File: config.mk
export PLATFORM = sky130hd
export DESIGN_NAME = c3lib_or_tree_pipe_flat
export DESIGN_NICKNAME = d
export VERILOG_FILES = /design/src/rtl/c3lib_or_tree_pipe_if.sv /design/src/rtl/c3lib_or_tree_pipe.sv /design/src/flat_wrapper.sv
export SDC_FILE = /design/constraint.sdc
export NUM_CORES = 1
export LEC_CHECK = 0
export ABC_CLOCK_PERIOD_IN_PS = 800
export BUFFER_PORTS_ARGS = -buffer_cell sky130_fd_sc_hd__buf_2
export CAP_MARGIN = 20
export CELL_PAD_IN_SITES_DETAIL_PLACEMENT = 1
export CELL_PAD_IN_SITES_GLOBAL_PLACEMENT = 2
export CORE_AREA = 2 2 39 41
export DETAILED_ROUTE_END_ITERATION = 7
export DIE_AREA = 0 0 41 43
export PLACE_DENSITY = 0.63
export SETUP_SLACK_MARGIN = 0.02
export SKIP_LAST_GASP = 1
export SLEW_MARGIN = 20
export SYNTH_ARGS = -nofsm -noshare
export SYNTH_HDL_FRONTEND = slang
export SYNTH_SLANG_ARGS = --single-unit
File: constraint.sdc
create_clock -name clk -period 0.8 [get_ports clk]
set_clock_uncertainty 0.15 [all_clocks]
set_input_delay 0.24 -clock clk [delete_from_list [all_inputs] [get_ports clk]]
set_output_delay 0.24 -clock clk [all_outputs]
set_load 0.05 [all_outputs]
File: src/rtl/c3lib_or_tree_pipe_if.sv
// Bundle of data/status signals around the pipelined OR tree.
// out_hit_cnt exists only when C3LIB_OR_TREE_HIT_CNT_EN is defined.
interface c3lib_or_tree_pipe_if #(
  parameter int NUM_IN = 8,
  parameter int WIDTH  = 1
);
  logic                    in_vld;
  logic [NUM_IN*WIDTH-1:0] in_data;
  logic                    sticky_clr;
  logic                    out_vld;
  logic [WIDTH-1:0]        out_data;
  logic                    out_any;
`ifdef C3LIB_OR_TREE_HIT_CNT_EN
  logic [15:0]             out_hit_cnt;
`endif

  modport master (
    output in_vld, in_data, sticky_clr,
`ifdef C3LIB_OR_TREE_HIT_CNT_EN
    input  out_hit_cnt,
`endif
    input  out_vld, out_data, out_any
  );

  modport slave (
    input  in_vld, in_data, sticky_clr,
`ifdef C3LIB_OR_TREE_HIT_CNT_EN
    output out_hit_cnt,
`endif
    output out_vld, out_data, out_any
  );
endinterface

File: src/rtl/c3lib_or_tree_pipe.sv
// Pipelined NUM_IN x WIDTH OR reduction tree (fan-in GRP per level) with optional sticky output.
// Defining C3LIB_OR_TREE_HIT_CNT_EN adds a saturating count of non-zero results on out_hit_cnt.
module c3lib_or_tree_pipe #(
  parameter int NUM_IN = 8,
  parameter int WIDTH  = 1,
  parameter int GRP    = 4,
  parameter int STICKY = 0
) (
  input logic                clk,
  input logic                rst_n,
  c3lib_or_tree_pipe_if.slave bus
);

  function automatic int ceil_div(input int a, input int b);
    return (a + b - 1) / b;
  endfunction

  function automatic int nodes_at(input int lvl);
    int n;
    n = NUM_IN;
    for (int i = 0; i < lvl; i++) n = ceil_div(n, GRP);
    return n;
  endfunction

  function automatic int calc_lat();
    int n;
    int l;
    n = NUM_IN;
    l = 0;
    while (n > 1) begin
      n = ceil_div(n, GRP);
      l++;
    end
    return (l < 1) ? 1 : l;
  endfunction

  localparam int LAT = calc_lat();

  logic [LAT:1]     vld_q;
  logic [LAT:0]     stg_vld;
  logic [WIDTH-1:0] lvl_d [1:LAT][0:NUM_IN-1];
  logic [WIDTH-1:0] lvl_q [1:LAT][0:NUM_IN-1];
  logic [WIDTH-1:0] result;
  logic             result_ld;

  assign stg_vld   = {vld_q, bus.in_vld};
  assign result    = lvl_d[LAT][0];
  assign result_ld = stg_vld[LAT-1];
  assign bus.out_vld = vld_q[LAT];

  // Nodes past the end of the previous level are never wired in, so partial groups OR in zeros.
  for (genvar l = 1; l <= LAT; l++) begin : g_lvl
    localparam int NPREV = nodes_at(l - 1);
    for (genvar j = 0; j < NUM_IN; j++) begin : g_node
      logic [WIDTH-1:0] part [0:GRP];
      assign part[0] = '0;
      for (genvar g = 0; g < GRP; g++) begin : g_in
        if (j * GRP + g < NPREV) begin : g_use
          if (l == 1) begin : g_src_in
            assign part[g+1] = part[g] | bus.in_data[(j*GRP+g)*WIDTH +: WIDTH];
          end else begin : g_src_lvl
            assign part[g+1] = part[g] | lvl_q[l-1][j*GRP+g];
          end
        end else begin : g_pad
          assign part[g+1] = part[g];
        end
      end
      assign lvl_d[l][j] = part[GRP];
    end
  end

  always_ff @(posedge clk or negedge rst_n) begin
    if (!rst_n) begin
      vld_q <= '0;
      for (int l = 1; l <= LAT; l++)
        for (int j = 0; j < NUM_IN; j++)
          lvl_q[l][j] <= '0;
    end else begin
      vld_q <= stg_vld[LAT-1:0];
      for (int l = 1; l <= LAT; l++)
        for (int j = 0; j < NUM_IN; j++)
          if (stg_vld[l-1]) lvl_q[l][j] <= lvl_d[l][j];
    end
  end

  if (STICKY != 0) begin : g_sticky
    logic [WIDTH-1:0] acc_q;
    logic [WIDTH-1:0] acc_d;
    logic             any_q;

    // A clear that lands with a result keeps that result, so no event is dropped.
    always_comb begin
      acc_d = acc_q;
      if (result_ld) acc_d = bus.sticky_clr ? result : (acc_q | result);
      else if (bus.sticky_clr) acc_d = '0;
    end

    always_ff @(posedge clk or negedge rst_n) begin
      if (!rst_n) begin
        acc_q <= '0;
        any_q <= 1'b0;
      end else begin
        acc_q <= acc_d;
        any_q <= |acc_d;
      end
    end

    assign bus.out_data = acc_q;
    assign bus.out_any  = any_q;
  end else begin : g_plain
    logic any_q;

    always_ff @(posedge clk or negedge rst_n) begin
      if (!rst_n) any_q <= 1'b0;
      else if (result_ld) any_q <= |result;
    end

    assign bus.out_data = lvl_q[LAT][0];
    assign bus.out_any  = any_q;
  end

`ifdef C3LIB_OR_TREE_HIT_CNT_EN
  logic [15:0] hit_cnt_q;
  logic        hit;

  // Counts raw tree results, independent of the sticky accumulator.
  assign hit = result_ld && (result != '0);

  always_ff @(posedge clk or negedge rst_n) begin
    if (!rst_n) hit_cnt_q <= '0;
    else if (bus.sticky_clr) hit_cnt_q <= {15'd0, hit};
    else if (hit && hit_cnt_q != 16'hFFFF) hit_cnt_q <= hit_cnt_q + 16'd1;
  end

  assign bus.out_hit_cnt = hit_cnt_q;
`endif

endmodule

File: src/flat_wrapper.sv
// flat-port wrapper written by rule: the top's interface ports become plain ports
module c3lib_or_tree_pipe_flat 
#(
  parameter int NUM_IN = 8,
  parameter int WIDTH  = 1,
  parameter int GRP    = 4,
  parameter int STICKY = 0
)
  (clk, rst_n, bus_in_vld, bus_in_data, bus_sticky_clr, bus_out_vld, bus_out_data, bus_out_any);
  c3lib_or_tree_pipe_if #(.NUM_IN(NUM_IN), .WIDTH(WIDTH)) bus_i ();
  input logic clk;
  input logic rst_n;
  input wire logic [$bits(bus_i.in_vld)-1:0] bus_in_vld;
  input wire logic [$bits(bus_i.in_data)-1:0] bus_in_data;
  input wire logic [$bits(bus_i.sticky_clr)-1:0] bus_sticky_clr;
  output wire logic [$bits(bus_i.out_vld)-1:0] bus_out_vld;
  output wire logic [$bits(bus_i.out_data)-1:0] bus_out_data;
  output wire logic [$bits(bus_i.out_any)-1:0] bus_out_any;
  assign bus_i.in_vld = bus_in_vld;
  assign bus_i.in_data = bus_in_data;
  assign bus_i.sticky_clr = bus_sticky_clr;
  assign bus_out_vld = bus_i.out_vld;
  assign bus_out_data = bus_i.out_data;
  assign bus_out_any = bus_i.out_any;
  c3lib_or_tree_pipe #(.NUM_IN(NUM_IN), .WIDTH(WIDTH), .GRP(GRP), .STICKY(STICKY)) u_core (.clk(clk), .rst_n(rst_n), .bus(bus_i));
endmodule
After elaboration in Yosys (flattened, before gate mapping) --
Index checks and enable logic that the tools add are counted.
Cells by class: bitwise gates (word level) 7
Operator list (count):
- $or A1 B1 Y1 | 7
Storage, ports and cells: register bits after elaboration 5, output and inout port bits 3, logic and storage cells 11

Logic depth before layout (Yosys ltp) --
depth after elaboration 3, gate-level depth with buffers 2, mapped depth without buffers 2

Worst setup path before layout --
Ideal clock, no wire load.
path type flip-flop to output port, start point register u_core.bus.out_any (netlist name), end point output port bus_out_data, cell stages (with the launch flop) 2, slack -0.494 ns, data arrival time 0.904 ns, cells stage by stage dfrtp_1 buf_4
RTL lines:
- end: declaration | RTL line flat_wrapper.sv:17 | output wire logic [$bits(bus_i.out_data)-1:0] bus_out_data;

==> run_results.csv <==
group,metric,value,unit
power,power_density,1863,nW/um2
clock_network,clockBufferDepth,2,
drt,firstDrtPassIters,2,
layout,final_area,342.8,um2
layout,drive_above_1_share,65.63,%
drt,drt_iter0_drc,2,
yosys,synth.area.mux_share,0,%
power,power.leakage,0.1394,nW
clock_network,post_cts_buffers,0,
place,io_buffer_count,13,
timing,setup_ws,-0.4105,ns
layout,fin_nets,45,
hold_path,hold_class,"in -> reg",
layout,multiInputGateArea,75.07,um2
yosys,ys_types,5,
timing,rsz0062_at_grt,"true",
layout,antennaDiodeCount,0,
floorplanning,die_h,43,um
timing,worstMarginPinSlew,0.1771,ns
global_route,grt_pass1_vias,213,
floorplanning,core,1384,um2
timing,slew_violations,0,
flow_run,maxCapViolations,0,
floorplanning,die_w,41,um
yosys,synth.yosys.seq_area_share,66.67,%
yosys,ys_warn_count,0,
yosys,synth_top_family_by_area,"simple AND/OR/NAND/NOR gates",
setup_path,arrival,0.82,ns
setup_path,rrSetupSlack,-0.03,ns
yosys,ys_seq_elements,5,
layout,final-instance-count-excl-fill,48,
setup_path,end_kind,"output pin",
layout,area_delta_synth_final,82.67,%
global_route,antenna_found_initial,0,
yosys,synth-simple-area-share,21.33,%
yosys,synth.cell_area,187.7,um2
setup_path,critPathMaxFanout,3,
timing,min_period,1.211,ns
drt,drtAntennaViolNets,0,
clock_network,clock_latency,0.24,ns
setup_path,cp_num_buf_inv,1,
place,place.gp.congestion,0.6291,
yosys,synth_compound_area_share,8.000,%
clock_network,clock-root-buffer,"clkbuf_4",
timing,setup_violations,4,
floorplanning,num_rows,14,
drt,remaining_drc_errors,0,
global_route,grt_use_total,7.583,%
layout,fillCellCount,158,
place,dp_cells,43,
floorplanning,io_pins,15,
yosys,synth_fa_ha_area_share,0,%
setup_path,critPathLaunchType,"register",
clock_network,clock-sinks,5,
drt,vias_per_cell,3.813,
yosys,synth_xor_area_share,0,%
floorplanning,die-area,1763,um2
layout,layout_commonest_cell,"buf_2",
yosys,synth_fp_nets,27,
layout,seqCellArea,127.6,um2
drt,route.vias.total,183,
setup_path,cpMaxStageDelayCell,"dfrtp_2",
setup_path,path_cells,"buf_6",
timing,period_share,151.3,%
setup_path,crit_family,"flip-flops",
run_status,outcome,"complete, but fails checks",
power,peakVddDrop,702.7,uV
timing,slew_headroom,88.10,%
floorplanning,start_util,13.56,%
drt,wirelength,491,um
setup_path,critical_path_class,"reg -> out",
drt,wl_per_cell,10.23,um
clock_network,clk_pin_slew,0.04,ns
timing,tns,-1.219,ns
clock_network,cts_tree,"done",
clock_network,h-tree-depth,1,
yosys,avgSynthCellArea,12.51,um2
timing,fmax,826.1,MHz
global_route,grt.overflow.total,0,
run_status,violations,"setup timing",
place,post-place-ws,-0.2009,ns
place,placed_area,285.3,um2
global_route,grt_first_pass_wirelength,834,um
timing,hold_viol,0,
yosys,synthCells,15,
setup_path,critPathMaxStageDelay,0.42,ns
clock_network,numCtsBuffers,3,
setup_path,crit_required,0.41,ns
global_route,grt_max_degree,6,
cells in the mapped netlist:
cell	instances	share of area, %
dfrtp_1	5	67
nor2_1	4	8.0
a21oi_1	3	8.0
nor4_2	2	13
buf_4	1	4.0
worst register-to-register path, stage by stage (launching register included):
cell and delay [ns]:
dfrtp_1 0.38, nor2_1 0.11, a21oi_1 0.07
path summary, 6_finish.rpt:
check,from,to,cells past startpoint
max reg2reg,u_core.lvl_q[14],u_core.bus.out_any,2
max in group asynchronous,rst_n,u_core.bus.out_any,2
min in group asynchronous,rst_n,u_core.g_lvl[2].g_node[0].part[3],2
min reg2reg,u_core.vld_q[1],u_core.vld_q[2],0
max,u_core.bus.out_any,bus_out_data,1
min,bus_in_vld,u_core.vld_q[1],1
layout make-up:
class,instances,area share (%)
flip-flops and latches,5,37.23
repair buffers,14,27.37
multi-input cells,9,21.90
clock buffers,4,7.664
well taps,16,5.839
flip-flops by register name, indices dropped and copies added (netlist names):
name and flops:
u_core.g_lvl.g_node.part 1, u_core.bus.out_any 1, u_core.lvl_q 1, u_core.vld_q 2
power breakdown:
part | internal, mW | total, mW | switching, mW
clock | 0.189 | 0.295 | 0.106
sequential | 0.263 | 0.269 | 0.00573
combinational | 0.0334 | 0.0746 | 0.0412
stage by stage:
| step | hold WS (ns) | util (%) | total power, mW |
|---|---|---|---|
| 2_1_floorplan | -0.2056 | - | 0.2919 |
| 3_3_place_gp | -0.09745 | 20.61 | 0.3347 |
| 3_5_place_dp | -0.08644 | 20.61 | 0.3392 |
| 4_1_cts | 0.01428 | 24.59 | 0.6500 |
| 5_1_grt | 0.02705 | 24.77 | 0.6692 |
| 6_report | 0.02578 | 24.77 | 0.6385 |
cell families (layout without fill, tap and decap cells):
kind of cell | Yosys count | count (layout)
AO/OA/AOI/OAI | 3 | 3
AND/OR/NAND/NOR | 6 | 6
buffers and inverters | 1 | 18
flip-flops | 5 | 5
layer usage:
| layer | vias up | GRT usage (%) | wire length [um] |
|---|---|---|---|
| li1 | 84 | - | - |
| met1 | 83 | 7.237 | 184 |
| met3 | 0 | 8.377 | 76 |
| met2 | 16 | 10.63 | 230 |
| met4 | 0 | 2.000 | 0 |
| met5 | - | 0 | 0 |
what timing repair did:
action | in CTS | in global routing
hold buffers | 1 | 0
pin swaps | 2 | 1
hold endpoints to repair | 5 | 0
gates resized for setup | 6 | 1
setup endpoints to repair | 6 | 6
(Power assumes the default switching activity.)
